<file path="src/rtl/key_matrix_scanner_pkg.sv">
// Shared types and constants for the 8x8 key matrix scanner.
package key_matrix_scanner_pkg;

  typedef enum logic [1:0] {
    IDLE = 2'd0,
    SCAN = 2'd1,
    EMIT = 2'd2
  } scanState_t;

  localparam int NUM_ROWS  = 8;
  localparam int NUM_COLS  = 8;
  localparam int NUM_KEYS  = 64;
  localparam int KEY_IDX_W = 6;

  typedef logic [KEY_IDX_W-1:0] keyIdx_t;

endpackage

</file>
<file path="src/rtl/lowest_set_bit64.sv">
// Combinational priority encoder: index of the lowest set bit of a 64-bit mask.
module lowest_set_bit64
  import key_matrix_scanner_pkg::*;
(
  input  logic [NUM_KEYS-1:0] mask,
  output keyIdx_t             idx,
  output logic                found
);

  always_comb begin
    idx   = '0;
    found = 1'b0;
    for (int i = NUM_KEYS - 1; i >= 0; i--) begin
      if (mask[i]) begin
        idx   = KEY_IDX_W'(i);
        found = 1'b1;
      end
    end
  end

endmodule

</file>
<file path="src/rtl/key_matrix_scanner.sv">
// 8x8 key matrix scanner with frame debounce and per-key change events.
// Optional ghost-frame rejection: define KEYSCAN_GHOST_REJECT_EN.
module key_matrix_scanner
  import key_matrix_scanner_pkg::*;
#(
  parameter int DEBOUNCE_SCANS = 3
) (
  input  logic                clk,
  input  logic                rst,
  input  logic                scanTick,
  input  logic [NUM_ROWS-1:0] rowIn,
  output logic [NUM_COLS-1:0] colOut,
  output logic [NUM_KEYS-1:0] keyState,
  output logic                eventValid,
  output keyIdx_t             eventCode,
  output logic                eventPress
);

  localparam logic [3:0] DEB = 4'(DEBOUNCE_SCANS);

  scanState_t          state;
  logic [2:0]          col;
  logic [2:0]          nextCol;
  logic [NUM_KEYS-1:0] raw;
  logic [NUM_KEYS-1:0] prevRaw;
  logic [NUM_KEYS-1:0] frame;
  logic [NUM_KEYS-1:0] pending;
  logic [3:0]          cnt;
  logic                ghost;
  logic                commitDue;
  keyIdx_t             lsbIdx;
  logic                lsbFound;

  assign nextCol = col + 3'd1;

  // Raw frame as it will look once the current column is latched.
  always_comb begin
    frame = raw;
    frame[{col, 3'b000} +: NUM_ROWS] = rowIn;
  end

`ifdef KEYSCAN_GHOST_REJECT_EN
  function automatic logic hasGhost(input logic [NUM_KEYS-1:0] f);
    logic [NUM_ROWS-1:0] t;
    hasGhost = 1'b0;
    for (int i = 0; i < NUM_COLS - 1; i++) begin
      for (int j = i + 1; j < NUM_COLS; j++) begin
        t = f[i*NUM_ROWS +: NUM_ROWS] & f[j*NUM_ROWS +: NUM_ROWS];
        if ((t & (t - 8'd1)) != '0) hasGhost = 1'b1;
      end
    end
  endfunction

  assign ghost = hasGhost(frame);
`else
  assign ghost = 1'b0;
`endif

  // A commit waits until every event of the previous one is delivered.
  assign commitDue = (state != IDLE) && (cnt == DEB) &&
                     (prevRaw != keyState) && (pending == '0);

  lowest_set_bit64 uLsb (
    .mask  (pending),
    .idx   (lsbIdx),
    .found (lsbFound)
  );

  always_ff @(posedge clk or negedge rst) begin
    if (!rst) begin
      state      <= IDLE;
      col        <= '0;
      colOut     <= '0;
      keyState   <= '0;
      raw        <= '0;
      prevRaw    <= '0;
      cnt        <= '0;
      pending    <= '0;
      eventValid <= 1'b0;
      eventCode  <= '0;
      eventPress <= 1'b0;
    end else begin
      eventValid <= 1'b0;
      if (state == IDLE) begin
        if (scanTick) begin
          state  <= SCAN;
          col    <= '0;
          colOut <= 8'h01;
        end
      end else begin
        if (scanTick) begin
          raw    <= frame;
          col    <= nextCol;
          colOut <= 8'h01 << nextCol;
          if (col == 3'd7) begin
            prevRaw <= frame;
            if (ghost)
              cnt <= '0;
            else if (frame == prevRaw)
              cnt <= (cnt >= DEB) ? DEB : cnt + 4'd1;
            else
              cnt <= 4'd1;
          end
        end
        if (commitDue) begin
          pending  <= keyState ^ prevRaw;
          keyState <= prevRaw;
          state    <= EMIT;
        end else if (state == EMIT) begin
          if (lsbFound) begin
            eventValid      <= 1'b1;
            eventCode       <= lsbIdx;
            eventPress      <= keyState[lsbIdx];
            pending[lsbIdx] <= 1'b0;
          end else begin
            state <= SCAN;
          end
        end
      end
    end
  end

endmodule
</file>
<file path="config.mk">
export PLATFORM = sky130hd
export DESIGN_NAME = key_matrix_scanner
export DESIGN_NICKNAME = d
export VERILOG_FILES = /design/src/rtl/key_matrix_scanner_pkg.sv /design/src/rtl/lowest_set_bit64.sv /design/src/rtl/key_matrix_scanner.sv
export SDC_FILE = /design/constraint.sdc
export NUM_CORES = 1
export LEC_CHECK = 0
export CAP_MARGIN = 20
export CORE_MARGIN = 2
export CORE_UTILIZATION = 54
export CTS_CLUSTER_DIAMETER = 200
export DETAILED_ROUTE_END_ITERATION = 7
export GPL_TIMING_DRIVEN = 0
export PLACE_DENSITY_LB_ADDON = 0.1
export SETUP_SLACK_MARGIN = 0.1
export SLEW_MARGIN = 10
export SYNTH_ARGS = -nofsm -noshare
export SYNTH_HDL_FRONTEND = slang
export SYNTH_SLANG_ARGS = --single-unit
export TNS_END_PERCENT = 50
</file>
<file path="constraint.sdc">
create_clock -name clk -period 3.6 [get_ports clk]
set_input_delay 1.08 -clock clk [delete_from_list [all_inputs] [get_ports clk]]
set_output_delay 1.08 -clock clk [all_outputs]
set_load 0.01 [all_outputs]
</file>
---- After elaboration in Yosys (flattened, before gate mapping) ----
Index checks and enable logic that the tools add are counted.
storage, ports and cells
  register bits after elaboration ......... 281
  output and inout port bits .............. 80
  logic and storage cells ................. 201
  input bits .............................. 11
cells by class
  add/subtract/negate cells ............... 3
  reduce and logical (&&, ||, !) cells .... 16
  bitwise logic cells ..................... 5
  equality and inequality tests ........... 7
  muxes and demuxes ....................... 153
  shift-type cells ........................ 3
  order comparisons ....................... 3
operators with widths
  kind                                                        count
  two-way mux 6 bit                                           64
  two-way mux 64 bit                                          3
  two-way mux 1 bit                                           70
  AND 64 bit                                                  1
  bitwise mux 64 bit                                          1
  == test 64 bit                                              1
  logical NOT 64 bit                                          1
  != test 64 bit                                              1
  inverter 64 bit                                             1
  variable shift 8 x 8 -> 64 bit, first input constant        1
  indexed part select 8 x 8 -> 64 bit                         1
  XOR 64 bit                                                  1
  two-way mux 8 bit                                           3
  two-way mux 2 bit                                           5
  two-way mux 3 bit                                           3
  AND reduction 3 bit                                         3
  two-way mux 4 bit                                           2
  negator 6 -> 8 bit                                          1
  << shifter 1 x 3 -> 8 bit, first input constant             1
  less-than comparator 6 x 7 -> 1 bit, second input constant  1
  binary-select mux 1 bit (select 6 bit)                      1
  demux 1 bit (select 6 bit)                                  1
  >= comparator 6 x 1 -> 1 bit, second input constant         1
  nonzero test 2 bit                                          3
  14 further kinds                                            19

---- Longest topological paths before layout ----
  depth in word-level cells ............... 73
  depth in mapped cells ................... 13

---- Cells and area by module ----
From an unflattened synthesis, not the netlist that was laid out.
unflattened totals
  cells, all modules ...................... 1486
  area total of the unflattened synthesis .. 14550.2 um2
modules (own cells, without submodules)
  module              times used  cells an instance  area each (um2)
  key_matrix_scanner  1           1346               13787.0
  lowest_set_bit64    1           140                763.2

---- Worst setup path before layout ----
Ideal clock, no wire load.
  path type ............................... register -> register
  start ................................... register col[0]
  end ..................................... register cnt[0]
  library setup time ...................... 124 ps
  cell stages (with the launch flop) ...... 13
  slack ................................... 183 ps
  arrival ................................. 3293 ps
  path through ............................ dfrtp_1 > inv_1 > ha_1 > ha_1 > clkbuf_1 > nor3b_1 > buf_1 > mux2i_1 > xnor2_1 > or4_1 > nor4_1 > nand4_1 > o31a_1
between the ends
  cells in the longest elaborated chain, start to end .. 5
  elaborated cells between the ends (all ways) .. 8
RTL lines
  item                                                                                          RTL line                   RTL
  from (decl)                                                                                   key_matrix_scanner.sv:22   logic [2:0] col;
  from (signal assigned)                                                                        key_matrix_scanner.sv:93   col <= nextCol;
  negator 6 -> 8 bit                                                                            key_matrix_scanner.sv:39   frame[{col, 3'b000} +: NUM_ROWS] = rowIn;
  indexed part select 8 x 8 -> 64 bit / variable shift 8 x 8 -> 64 bit (equally long branches)  key_matrix_scanner.sv:39
  bitwise mux 64 bit                                                                            key_matrix_scanner.sv:39
  == test 64 bit                                                                                key_matrix_scanner.sv:99   else if (frame == prevRaw)
  two-way mux 4 bit                                                                             key_matrix_scanner.sv:99
  to (signal assigned)                                                                          key_matrix_scanner.sv:100  cnt <= (cnt >= DEB) ? DEB : cnt + 4'd1;
  to (decl)                                                                                     key_matrix_scanner.sv:28   logic [3:0] cnt;
Several ways; a longest one is shown, not always the timed one.
A chain may end at the register's enable or synchronous reset.

---- Worst setup path after layout ----
Ends and elaborated chain as after synthesis.

==> flow_summary.yaml <==
sta:
  slew_headroom_pct: 39.9
  setup_viol: 0
  drv_slew: 0
  period_share_pct: 96.2
  timing.setup.tns_ps: 0
  max_freq_mhz: 289
  tightestPinTransition_ps: 900
  clock_skew_ps: 9.79
  rsz0062_at_grt: "yes"
  setup_ws_ps: 136
  hold_violations: 0
  period_needed_ps: 3460
  whs_ps: 372
floorplan:
  io_pins: 91
  fp.dieW_um: 167
  initial_core_util_pct: 55.2
  placementRows: 59
  dieHeight_um: 167
  die_area_mm2: 0.0280
  core_area_mm2: 0.0261
cts:
  cts_made_buffers: 30
  cts_tree: "built"
  path_clk_slew_ps: 60
  clk_latency_ps: 560
  htree_levels: 1
  cts.sinks: 281
  clock_path_buffers: 3
  root_buffer: "clkbuf_16"
  postCtsHoldBufs: 0
setup_path:
  required_ps: 4050
  cp_num_buf_inv: 3
  critPathSlowestCell: "dfrtp_2"
  crit_top_cell: "nand4_1"
  cpPeakStageDelay_ps: 420
  arrival_ps: 3910
  path_class: "register to register"
  path_cells: "clkinvlp_4, ha_1, ha_1, clkbuf_4, nand4_1, buf_4, mux2i_2, xnor2_1, nor4_1, nand4_1, nor4_2, nand4_1, o31a_1"
  crit_fanout: 9
  crit_family: "simple AND/OR/NAND/NOR gates"
  startpoint_type: "register"
  end_kind: "register"
yosys:
  yosys_warnings: 0
  synth-main-ff-cell: "dfrtp_1"
  syn_avg_cell_area_um2: 10.7
  synth_common_cells: "dfrtp_1 (281), o21ai_0 (206), mux2_2 (129)"
  yosys.area.top_type: "dfrtp_1"
  synth_fa_ha_area_share_pct: 0.781
  synth_seq_cells: 281
  async_flop_share_pct: 100
  synth_area_leaders: "dfrtp_1 (49%), mux2_2 (10%), o21ai_0 (7.2%)"
  synth_simple_gate_area_share_pct: 11.2
  syn_area_mm2: 0.0144
  synth_compound_area_share_pct: 13.3
  synth_top_family_by_area: "multiplexers"
  synth.yosys.seq_area_share_pct: 48.8
  synth_edf_count: 0
  synthMuxAreaShare_pct: 15.6
  synth.most_common_cell: "dfrtp_1"
  synth_cell_type_count: 72
  syn-num-nets: 1369
  synth_top_area_share_pct: 48.8
  netlist_instances: 1349
  synth_xor_area_share_pct: 7.78
placement:
  placed_area_mm2: 0.0158
  place_ws_ps: -543
  gp_congestion: 0.978
  dpl.hpwl_mm: 35.3
  portBuffers: 90
final_layout:
  final_cell_area_mm2: 0.0174
  diodes: 0
  synthToLayoutAreaGrowth_pct: 20.9
  layout-drive-gt1-share_pct: 19.0
  multi_input_area_mm2: 0.00729
  nFillCells: 2076
  seq_area_mm2: 0.00703
  nets: 1514
detailed_routing:
  vias_per_cell: 6.18
  ant_nets: 0
  drc_errors: 3
  wl_mm: 46.3
  routedWlPerCell_um: 25.0
  via_count: 11400
  firstDrtPassIters: 7
  drtIter0Drc: 1102
grt:
  grt_pass1_vias: 11600
  gr-usage-all-layers_pct: 33.1
  overflow: 0
  grt_first_pass_wirelength_mm: 70.0
  grt_max_degree: 100
  antenna_found_initial: 0
power:
  peakVddDrop_uv: 884
  p_leak_nw: 7.64
  report.power.total_mw: 17.7
  power_density_mw_per_mm2: 1020
run:
  drv_cap: 0
outcome:
  status: "finished, violations left"
  violations: "design-rule violations"
hold_path:
  holdCritPathClass: "primary input to asynchronous set/reset pin"
-- per-layer routing --
layer  vias up  routed length, um  track usage [%]
met3       141               2780             3.95
li1       5159                  -                -
met1      5702              18500             42.8
met2       447              22100             54.8
met4         0               2920             18.3
met5         -                  0                0
-- layout make-up --
| class | count | share of cell area, % |
|---|---|---|
| multi-input combinational | 975 | 41.8 |
| tap | 335 | 2.41 |
| buffer | 56 | 1.48 |
| sequential | 281 | 40.4 |
| timing repair buffer | 114 | 6.65 |
| inverter | 36 | 0.797 |
| clock inverter | 18 | 1.52 |
| clock buffer | 38 | 4.94 |
-- what timing repair did --
action,4_1_cts,5_1_grt
buffers inserted,11,10
pin swaps,5,12
resized for setup,40,30
endpoints found under the setup margin,61,92
-- final timing paths --
| kind | start | to | slack, ps | depth (start not counted) |
|---|---|---|---|---|
| min reg2reg | eventCode[5]$_DFFE_PN0P_ | eventCode[5]$_DFFE_PN0P_ | 480 | 2 |
| max reg2reg | col[0]$_DFFE_PN0P_ | cnt[0]$_DFFE_PN0P_ | 140 | 13 |
| max | col[0]$_DFFE_PN0P_ | cnt[0]$_DFFE_PN0P_ | 140 | 13 |
| min in group clk | eventCode[5]$_DFFE_PN0P_ | eventCode[5]$_DFFE_PN0P_ | 480 | 2 |
| min | rst | eventCode[4]$_DFFE_PN0P_ | 370 | 1 |
| max in group asynchronous | rst | col[0]$_DFFE_PN0P_ | 1980 | 3 |
-- per-stage QoR --
stage               instances  util (%)
floorplan                1349         -
global placement         1774      60.2
detailed placement       1777      60.6
CTS                      1843      65.8
global route             1853      66.7
finish                   1853      66.7
-- flip-flops by register name, indices dropped and copies added, names as in the netlist --
name and count:
colOut 8, keyState 64, state 2, eventValid 1, raw 64, pending 64, cnt 4, eventPress 1
eventCode 6, col 3, prevRaw 64
-- where the power goes --
| part | internal (mW) | switching (mW) |
|---|---|---|
| clock network | 2.12 | 1.33 |
| logic | 3.39 | 5.97 |
| registers | 3.96 | 0.959 |
| total | 9.47 | 8.25 |
-- placed cells by master (no fill, tap or decap), types with 5 or more instances in the layout --
cell	n
dfrtp_1	279
o221ai_1	5
inv_1	35
nor2b_1	10
clkbuf_16	30
nor3_1	22
o21ai_1	12
a22o_1	5
a21oi_1	20
mux2i_1	64
mux2_2	129
clkbuf_8	8
o21bai_1	6
or2_2	5
o21a_1	8
nor4_1	16
nand2b_1	7
clkinv_2	7
buf_4	24
xnor2_1	86
o31ai_1	7
and2_1	5
o22ai_1	5
nand3_1	16
nand2_1	108
ha_1	9
xor2_1	41
nor2_1	40
nand4_1	34
clkbuf_1	39
nor4_2	13
bufinv_16	6
clkdlybuf4s50_1	89
o21ai_0	205
or3_1	5
mux2i_2	12
-- logic make-up after synthesis --
logic type,Yosys count
compound gates,319
xor+xnor,128
fa+ha+maj,9
buf+inv,93
flops,281
mux,208
simple gates,311
No activity file was read; power rests on OpenSTA's default activity.
